`src/rtl/vector_seq_if.sv`:
```
// Control/data bundle between a test environment and vector_sequencer:
// vector memory write port, run handshake, DUT stimulus/response and results.
interface vector_seq_if #(
    parameter int IN_W  = 4,
    parameter int OUT_W = 1,
    parameter int DEPTH = 16
);
    localparam int AW = $clog2(DEPTH);
    localparam int CW = $clog2(DEPTH + 1);

    logic                    wr_en;
    logic [AW-1:0]           wr_addr;
    logic [IN_W+OUT_W-1:0]   wr_data;
    logic [CW-1:0]           vec_count;
    logic                    start;
    logic [IN_W-1:0]         dut_in;
    logic [OUT_W-1:0]        dut_out;
    logic                    busy;
    logic                    done;
    logic                    pass;
    logic [CW-1:0]           err_count;
    logic [AW-1:0]           first_err_idx;
    logic                    first_err_valid;

    // Environment side: loads vectors, starts runs, returns the DUT response.
    modport master (
        output wr_en, wr_addr, wr_data, vec_count, start, dut_out,
        input  dut_in, busy, done, pass, err_count, first_err_idx, first_err_valid
    );

    // Sequencer side.
    modport slave (
        input  wr_en, wr_addr, wr_data, vec_count, start, dut_out,
        output dut_in, busy, done, pass, err_count, first_err_idx, first_err_valid
    );
endinterface

```
`src/rtl/vector_sequencer.sv`:
```
// Clocked stimulus/check controller for small combinational blocks. Applies
// stored {inputs, expected} vectors one at a time, waits SETTLE cycles, then
// compares the DUT response and accumulates an error count.
module vector_sequencer #(
    parameter int IN_W   = 4,
    parameter int OUT_W  = 1,
    parameter int DEPTH  = 16,
    parameter int SETTLE = 1
) (
    input  logic         clk,
    input  logic         reset,
    vector_seq_if.slave  bus
);
    localparam int AW = $clog2(DEPTH);
    localparam int CW = $clog2(DEPTH + 1);
    localparam int WW = IN_W + OUT_W;
    localparam int SW = (SETTLE > 1) ? $clog2(SETTLE) : 1;
    localparam logic [SW-1:0] SettleLoad = (SETTLE > 0) ? SW'(SETTLE - 1) : '0;
    localparam logic [CW-1:0] DepthC = CW'(DEPTH);

    typedef enum logic [2:0] {StIdle, StApply, StWait, StCheck, StDone} state_t;

    state_t             state_q, state_d;
    logic [AW-1:0]      idx_q, idx_d;
    logic [CW-1:0]      n_q, n_d;
    logic [SW-1:0]      settle_q, settle_d;
    logic [IN_W-1:0]    dut_in_q, dut_in_d;
    logic [OUT_W-1:0]   exp_q, exp_d;
    logic [CW-1:0]      err_q, err_d;
    logic               pass_q, pass_d;
    logic [AW-1:0]      fei_q, fei_d;
    logic               fev_q, fev_d;

    logic [WW-1:0]      mem [DEPTH];

    logic               busy_w;
    logic               mismatch;
    logic               last_vec;
    logic [AW-1:0]      idx_next;
    logic [CW-1:0]      n_clamp;
    logic [CW-1:0]      err_sat_inc;
    logic [CW-1:0]      err_now;
    logic [WW-1:0]      word0;
    logic [WW-1:0]      word_next;

    assign busy_w      = (state_q == StApply) || (state_q == StWait) || (state_q == StCheck);
    // Case inequality so an X/Z response is always a failure in simulation.
    assign mismatch    = (bus.dut_out !== exp_q);
    assign idx_next    = idx_q + AW'(1);
    assign last_vec    = (CW'(idx_q) == (n_q - CW'(1)));
    assign n_clamp     = (bus.vec_count > DepthC) ? DepthC : bus.vec_count;
    assign err_sat_inc = (err_q == DepthC) ? err_q : (err_q + CW'(1));
    assign err_now     = mismatch ? err_sat_inc : err_q;
    assign word0       = mem[0];
    assign word_next   = mem[idx_next];

    // Vector memory write port; locked while a run is in progress. Not reset.
    always_ff @(posedge clk) begin
        if (bus.wr_en && !busy_w) begin
            mem[bus.wr_addr] <= bus.wr_data;
        end
    end

    // State and datapath registers with synchronous reset.
    always_ff @(posedge clk) begin
        if (reset) begin
            state_q  <= StIdle;
            idx_q    <= '0;
            n_q      <= '0;
            settle_q <= '0;
            dut_in_q <= '0;
            exp_q    <= '0;
            err_q    <= '0;
            pass_q   <= 1'b0;
            fei_q    <= '0;
            fev_q    <= 1'b0;
        end else begin
            state_q  <= state_d;
            idx_q    <= idx_d;
            n_q      <= n_d;
            settle_q <= settle_d;
            dut_in_q <= dut_in_d;
            exp_q    <= exp_d;
            err_q    <= err_d;
            pass_q   <= pass_d;
            fei_q    <= fei_d;
            fev_q    <= fev_d;
        end
    end

    // Next-state and datapath update logic.
    always_comb begin
        state_d  = state_q;
        idx_d    = idx_q;
        n_d      = n_q;
        settle_d = settle_q;
        dut_in_d = dut_in_q;
        exp_d    = exp_q;
        err_d    = err_q;
        pass_d   = pass_q;
        fei_d    = fei_q;
        fev_d    = fev_q;

        case (state_q)
            StIdle, StDone: begin
                if (bus.start) begin
                    n_d    = n_clamp;
                    idx_d  = '0;
                    err_d  = '0;
                    fei_d  = '0;
                    fev_d  = 1'b0;
                    pass_d = 1'b0;
                    if (n_clamp == '0) begin
                        // Empty run: nothing to check, trivially passes.
                        pass_d  = 1'b1;
                        state_d = StDone;
                    end else begin
                        dut_in_d = word0[WW-1:OUT_W];
                        exp_d    = word0[OUT_W-1:0];
                        state_d  = StApply;
                    end
                end
            end
            StApply: begin
                if (SETTLE > 0) begin
                    settle_d = SettleLoad;
                    state_d  = StWait;
                end else begin
                    state_d  = StCheck;
                end
            end
            StWait: begin
                if (settle_q == '0) begin
                    state_d = StCheck;
                end else begin
                    settle_d = settle_q - SW'(1);
                end
            end
            StCheck: begin
                err_d = err_now;
                if (mismatch && !fev_q) begin
                    fei_d = idx_q;
                    fev_d = 1'b1;
                end
                if (last_vec) begin
                    pass_d  = (err_now == '0);
                    state_d = StDone;
                end else begin
                    idx_d    = idx_next;
                    dut_in_d = word_next[WW-1:OUT_W];
                    exp_d    = word_next[OUT_W-1:0];
                    state_d  = StApply;
                end
            end
            default: begin
                state_d = StIdle;
            end
        endcase
    end

    assign bus.dut_in          = dut_in_q;
    assign bus.busy            = busy_w;
    assign bus.done            = (state_q == StDone);
    assign bus.pass            = pass_q;
    assign bus.err_count       = err_q;
    assign bus.first_err_idx   = fei_q;
    assign bus.first_err_valid = fev_q;
endmodule

```
`src/flat_wrapper.sv`:
```
// flat-port wrapper written by rule: the top's interface ports become plain ports
module vector_sequencer_flat 
#(
    parameter int IN_W   = 4,
    parameter int OUT_W  = 1,
    parameter int DEPTH  = 16,
    parameter int SETTLE = 1
)
  (clk, reset, bus_wr_en, bus_wr_addr, bus_wr_data, bus_vec_count, bus_start, bus_dut_out, bus_dut_in, bus_busy, bus_done, bus_pass, bus_err_count, bus_first_err_idx, bus_first_err_valid);
  vector_seq_if #(.IN_W(IN_W), .OUT_W(OUT_W), .DEPTH(DEPTH)) bus_i ();
  input  logic clk;
  input  logic reset;
  input wire logic [$bits(bus_i.wr_en)-1:0] bus_wr_en;
  input wire logic [$bits(bus_i.wr_addr)-1:0] bus_wr_addr;
  input wire logic [$bits(bus_i.wr_data)-1:0] bus_wr_data;
  input wire logic [$bits(bus_i.vec_count)-1:0] bus_vec_count;
  input wire logic [$bits(bus_i.start)-1:0] bus_start;
  input wire logic [$bits(bus_i.dut_out)-1:0] bus_dut_out;
  output wire logic [$bits(bus_i.dut_in)-1:0] bus_dut_in;
  output wire logic [$bits(bus_i.busy)-1:0] bus_busy;
  output wire logic [$bits(bus_i.done)-1:0] bus_done;
  output wire logic [$bits(bus_i.pass)-1:0] bus_pass;
  output wire logic [$bits(bus_i.err_count)-1:0] bus_err_count;
  output wire logic [$bits(bus_i.first_err_idx)-1:0] bus_first_err_idx;
  output wire logic [$bits(bus_i.first_err_valid)-1:0] bus_first_err_valid;
  assign bus_i.wr_en = bus_wr_en;
  assign bus_i.wr_addr = bus_wr_addr;
  assign bus_i.wr_data = bus_wr_data;
  assign bus_i.vec_count = bus_vec_count;
  assign bus_i.start = bus_start;
  assign bus_i.dut_out = bus_dut_out;
  assign bus_dut_in = bus_i.dut_in;
  assign bus_busy = bus_i.busy;
  assign bus_done = bus_i.done;
  assign bus_pass = bus_i.pass;
  assign bus_err_count = bus_i.err_count;
  assign bus_first_err_idx = bus_i.first_err_idx;
  assign bus_first_err_valid = bus_i.first_err_valid;
  vector_sequencer #(.IN_W(IN_W), .OUT_W(OUT_W), .DEPTH(DEPTH), .SETTLE(SETTLE)) u_core (.clk(clk), .reset(reset), .bus(bus_i));
endmodule
```
`config.mk`:
```
export PLATFORM = sky130hd
export DESIGN_NAME = vector_sequencer_flat
export DESIGN_NICKNAME = d
export VERILOG_FILES = /design/src/rtl/vector_seq_if.sv /design/src/rtl/vector_sequencer.sv /design/src/flat_wrapper.sv
export SDC_FILE = /design/constraint.sdc
export NUM_CORES = 1
export LEC_CHECK = 0
export CAP_MARGIN = 15
export CORE_MARGIN = 5
export CORE_UTILIZATION = 45
export CTS_BUF_LIST = sky130_fd_sc_hd__clkbuf_4
export DETAILED_ROUTE_END_ITERATION = 8
export HOLD_SLACK_MARGIN = 0.08
export SETUP_SLACK_MARGIN = 0.15
export SLEW_MARGIN = 20
export SYNTH_ARGS = -nofsm -noshare
export SYNTH_HDL_FRONTEND = slang
export SYNTH_SLANG_ARGS = --single-unit
```
`constraint.sdc`:
```
create_clock -name clk -period 3.5 [get_ports clk]
set_input_delay 0.7 -clock clk [delete_from_list [all_inputs] [get_ports clk]]
set_output_delay 0.7 -clock clk [all_outputs]
set_load 0.02 [all_outputs]
```
* Word-level counts from Yosys, hierarchy flattened
Memory sizes are Yosys's and may differ from the RTL's.
Index checks and enable logic that the tools add are counted.
** Cells by class
- Add/sub/neg operators :: 4
- Order comparisons :: 1
- Equality and inequality tests :: 13
- Muxes and demuxes :: 34
- Reductions and logical operators :: 19
** Operators by type and width (count)
- $mux W4 :: 6
- $pmux W4 S2 :: 3
- $mux W5 :: 4
- $mux W3 :: 4
- $pmux W3 S4 :: 1
- $mux W1 :: 11
- $logic_not A5 Y1 :: 2
- $ne A2 B2 Y1 const B :: 5
- $pmux W5 S2 :: 1
- $reduce_and A3 Y1 :: 3
- $pmux W1 S2 :: 4
- $eq A3 B2 Y1 const B :: 2
- $reduce_and A2 Y1 :: 3
- $add A5 B1 Y5 const B :: 1
- $eq A4 B5 Y1 :: 1
- $eq A5 B5 Y1 const B :: 1
- $gt A5 B5 Y1 const B :: 1
- $sub A5 B1 Y5 const B :: 1
- $add A4 B1 Y4 const B :: 1
- $reduce_and A4 Y1 :: 1
- $reduce_bool A2 Y1 :: 2
- $eq A3 B1 Y1 const B :: 1
- $eq A3 B3 Y1 const B :: 1
- $logic_not A3 Y1 :: 1
- 7 further kinds :: 10
** Word-level totals
- Register bits :: 29
- RAM bits :: 80
- Bits of input ports :: 19
- Logic and storage cells :: 82
- Memories :: 1
** Memories
- u_core.mem :: words 16, width 5, rd ports 2, clocked after Yosys merged registers in 0, write ports 1, line vector_sequencer.sv:34 : logic [WW-1:0] mem [DEPTH];

* Depth between registers and ports, before layout
- Word-level depth :: 7
- Gate-level depth with buffers :: 8

* Least setup slack after synthesis
Ideal clock, no wire load.
- Kind :: flip-flop to flip-flop
- Start :: register u_core.idx_q[0]
- End :: register u_core.dut_in_q[2] (netlist: u_core.bus.dut_in[2])
- Library setup time :: 0.140 ns
- Data arrival time :: 2.023 ns
- Required time :: 3.360 ns
- Slack :: 1.337 ns
- Stages on the path, launching flop included :: 7
- Clock period less this slack :: 2.163 ns
- Cells stage by stage :: dfxtp_1 -> ha_1 -> buf_6 -> mux4_2 -> mux4_2 -> mux2i_1 -> a311oi_1
** Between the ends
- Cells in the longest elaborated chain, start to end :: 4
** RTL lines
- from (decl) :: line vector_sequencer.sv:24 : logic [AW-1:0] idx_q, idx_d;
- from (signal assigned) :: line vector_sequencer.sv:79 : idx_q <= idx_d;
- $add A4 B1 Y4 :: line vector_sequencer.sv:49 : assign idx_next = idx_q + AW'(1);
- $mem_v2 Z16 W5
- $mux W4 :: line vector_sequencer.sv:145 : if (last_vec) begin
- $pmux W4 S2 :: line vector_sequencer.sv:104 : case (state_q)
- to (signal assigned) :: line vector_sequencer.sv:82 : dut_in_q <= dut_in_d;
- to (decl) :: line vector_sequencer.sv:27 : logic [IN_W-1:0] dut_in_q, dut_in_d;
Several ways; a longest one is shown, not always the timed one. The select of a mux whose other input is x is not followed.
A chain may end at the register's enable or synchronous reset.

* Worst setup path in the final report
Ends and elaborated chain as after synthesis.

==> flow_summary.toml <==
[sta]
worstMarginPinSlew_ns = 1.030
rsz0062_at_grt = "false"
fmax_mhz = 369.5
hold_viol = 0
period_needed_ns = 2.706
finalSetupViolCount = 0
finalClockSkew_ns = 0.009277
report.final.slew_viol_count = 0
fin_crit_sh = 0.7732
timing.final.ws_setup_ns = 0.7939
relSlewSlack = 0.3111
tns_ns = 0

[global_routing]
grt_pass1_wl_mm = 15.31
grt-ovfl-total = 0
grt_max_degree = 30
grt_pass1_vias = 2824
antenna_found_initial = 0
grt_usage = 0.1548

[setup_path]
r2r_cells = 6
crit_path_max_fanout = 29
path_class = "reg2reg"
crit_arrival_ns = 3.02
required_ns = 3.82
cp-end-kind = "flip-flop"
startpoint_type = "flip-flop"

[yosys]
synth-seq-area-share = 0.6220
async_flop_share = 0
ys_seq_elements = 108
synth_nets = 367
synth_compound_gate_area_share = 0.1087
synthFlopType = "edfxtp_1"
synth-edff-count = 80
syn_area_um2 = 4763
synth_top_family_by_area = "compound AO/OA/AOI/OAI gates"
muxShareOfSynthArea = 0.1077
synth_cells = 344
synth.area.top_cells = "edfxtp_1 50%, dfxtp_1 12%, mux4_2 6.1%"
synthAdderAreaFrac = 0.01051
yosys-top-cells-count = "80 x edfxtp_1, 28 x dfxtp_1, 27 x nor2_1, 25 x a21oi_1, 22 x mux2i_1"
yosys_warnings = 0
yosysTopAreaCellShare = 0.5043
synth.distinct_cells = 48
yosys.area_share.simple = 0.09483
synth_xor_area_frac = 0.02942
synth_top_area_cell = "edfxtp_1"
synth.avg_cell_area_um2 = 13.85
synth.most_common_cell = "edfxtp_1"

[job]
cap_violations = 0

[final_layout]
layout-drive-gt1-share = 0.1047
antenna_cells = 0
fin_nets = 400
fill_cells = 892
syn2layout_area_growth_pct = 12.79
final_util = 0.5204

[clock_network]
cts_hold_buffers = 0
cts_setup_buffers = 0
ctsResizeCount = 0
clk_path_buf_depth = 2
cts_made_buffers = 9
clock-root-buffer = "clkbuf_4"
numClockSinks = 108
path_clk_slew_ns = 0.17
cts_tree = "yes"
cts.htree.levels = 3
clk_latency_ns = 0.46

[routing]
routedWlPerCell_um = 18.26
drcViolationCount = 0
drtIter0Drc = 185
routed_via_density = 5.566
vias = 2883
ant_nets = 0
drt-pass1-iter-count = 4
wl_mm = 9.458

[outcome]
status = "finished, final reports clean"

[min_path]
whs_path_depth = 2
min_path_type = "reg2reg"

[floorplan]
row_count = 37
start_util = 0.4614
io_pins = 36
dieArea_um2 = 12740
die_w_um = 112.9
die_y_um = 112.9
core_um2 = 10320

[placement]
routabilityCongestion = 0.8096
place_hpwl_mm = 6.485
portBuffers = 35
dp_slack_ns = 0.7949

[power_and_ir_drop]
power.density_nw_per_um2 = 537.3
power.total_mw = 2.887
vdd_ir_drop_max_uv = 326.1
p_leak_nw = 1.646
-- layout make-up --
| class | instances | area (µm²) | share of cell area |
|---|---|---|---|
| inverters | 6 | 22.52 | 0.004192 |
| repair buffers | 38 | 385.4 | 0.07173 |
| well taps | 136 | 170.2 | 0.03167 |
| multi-input cells | 214 | 1673 | 0.3114 |
| clock buffers | 9 | 67.56 | 0.01258 |
| clock inverters | 7 | 91.34 | 0.01700 |
| flip-flops and latches | 108 | 2963 | 0.5515 |
-- stage by stage --
stage | instances | hold slack (ns) | area [µm²]
final | 518 | 0.4857 | 5373
after global placement | 502 | 0.4645 | 5214
after global routing | 518 | 0.5146 | 5373
after CTS | 518 | 0.4883 | 5373
after floorplan | 344 | 0.4456 | 4763
after detailed placement | 502 | 0.4675 | 5214
-- registers in the layout, summed over array words and instances (netlist names) --
name	cells
u_core.bus.dut_in	4
u_core.state_q	3
u_core.bus.first_err_idx	4
u_core.exp_q	1
u_core.bus.pass	1
u_core.bus.first_err_valid	1
u_core.idx_q	4
u_core.n_q	5
u_core.bus.err_count	5
u_core.mem	80
-- kinds of logic after synthesis --
family / count (synthesis)
buffers and inverters: 22
adder cells (fa/ha/maj): 4
XOR/XNOR: 13
flip-flops: 108
AO/OA/AOI/OAI: 72
multiplexers: 35
AND/OR/NAND/NOR: 90
-- report_power, final --
group          switching [mW]  internal (mW)  total [mW]
sequential             0.0772           1.45        1.53
clock                   0.441          0.238       0.679
combinational           0.383          0.299       0.682
total                   0.901           1.99        2.89
-- final timing paths --
kind                                                    end                        start  slack [ns]
worst max-delay path                   u_core.bus.dut_in[2]              u_core.idx_q[0]        0.79
worst max register to register         u_core.bus.dut_in[2]              u_core.idx_q[0]        0.79
worst min register to register  u_core.bus.first_err_idx[3]  u_core.bus.first_err_idx[3]        0.49
worst min-delay path            u_core.bus.first_err_idx[3]  u_core.bus.first_err_idx[3]        0.49
-- per-layer routing --
layer  vias to the layer above  share of wire  GRT usage
met2                        71           0.49     0.2492
met5                         -              0          0
li1                       1411              -          -
met4                         0          0.010    0.04087
met3                         9          0.048    0.03422
met1                      1392           0.46     0.2136
-- layout by cell type (no fill, tap or decap), types with 9 or more instances in the layout --
cell / instances
mux2i_1: 22
edfxtp_1: 80
nor2_1: 27
clkdlybuf4s50_1: 35
clkbuf_4: 9
nand2_1: 16
nand3_1: 11
a21oi_1: 25
nor3_1: 14
mux4_2: 13
dfxtp_1: 28
-- critical path: stages, from the launching register on --
cell and delay (ns):
dfxtp_1 0.76, ha_1 0.29, buf_12 0.24, mux4_2 0.55, mux4_2 0.46, mux2i_1 0.15
a311oi_1 0.10
Note: power is estimated with default switching activity, not from simulation.
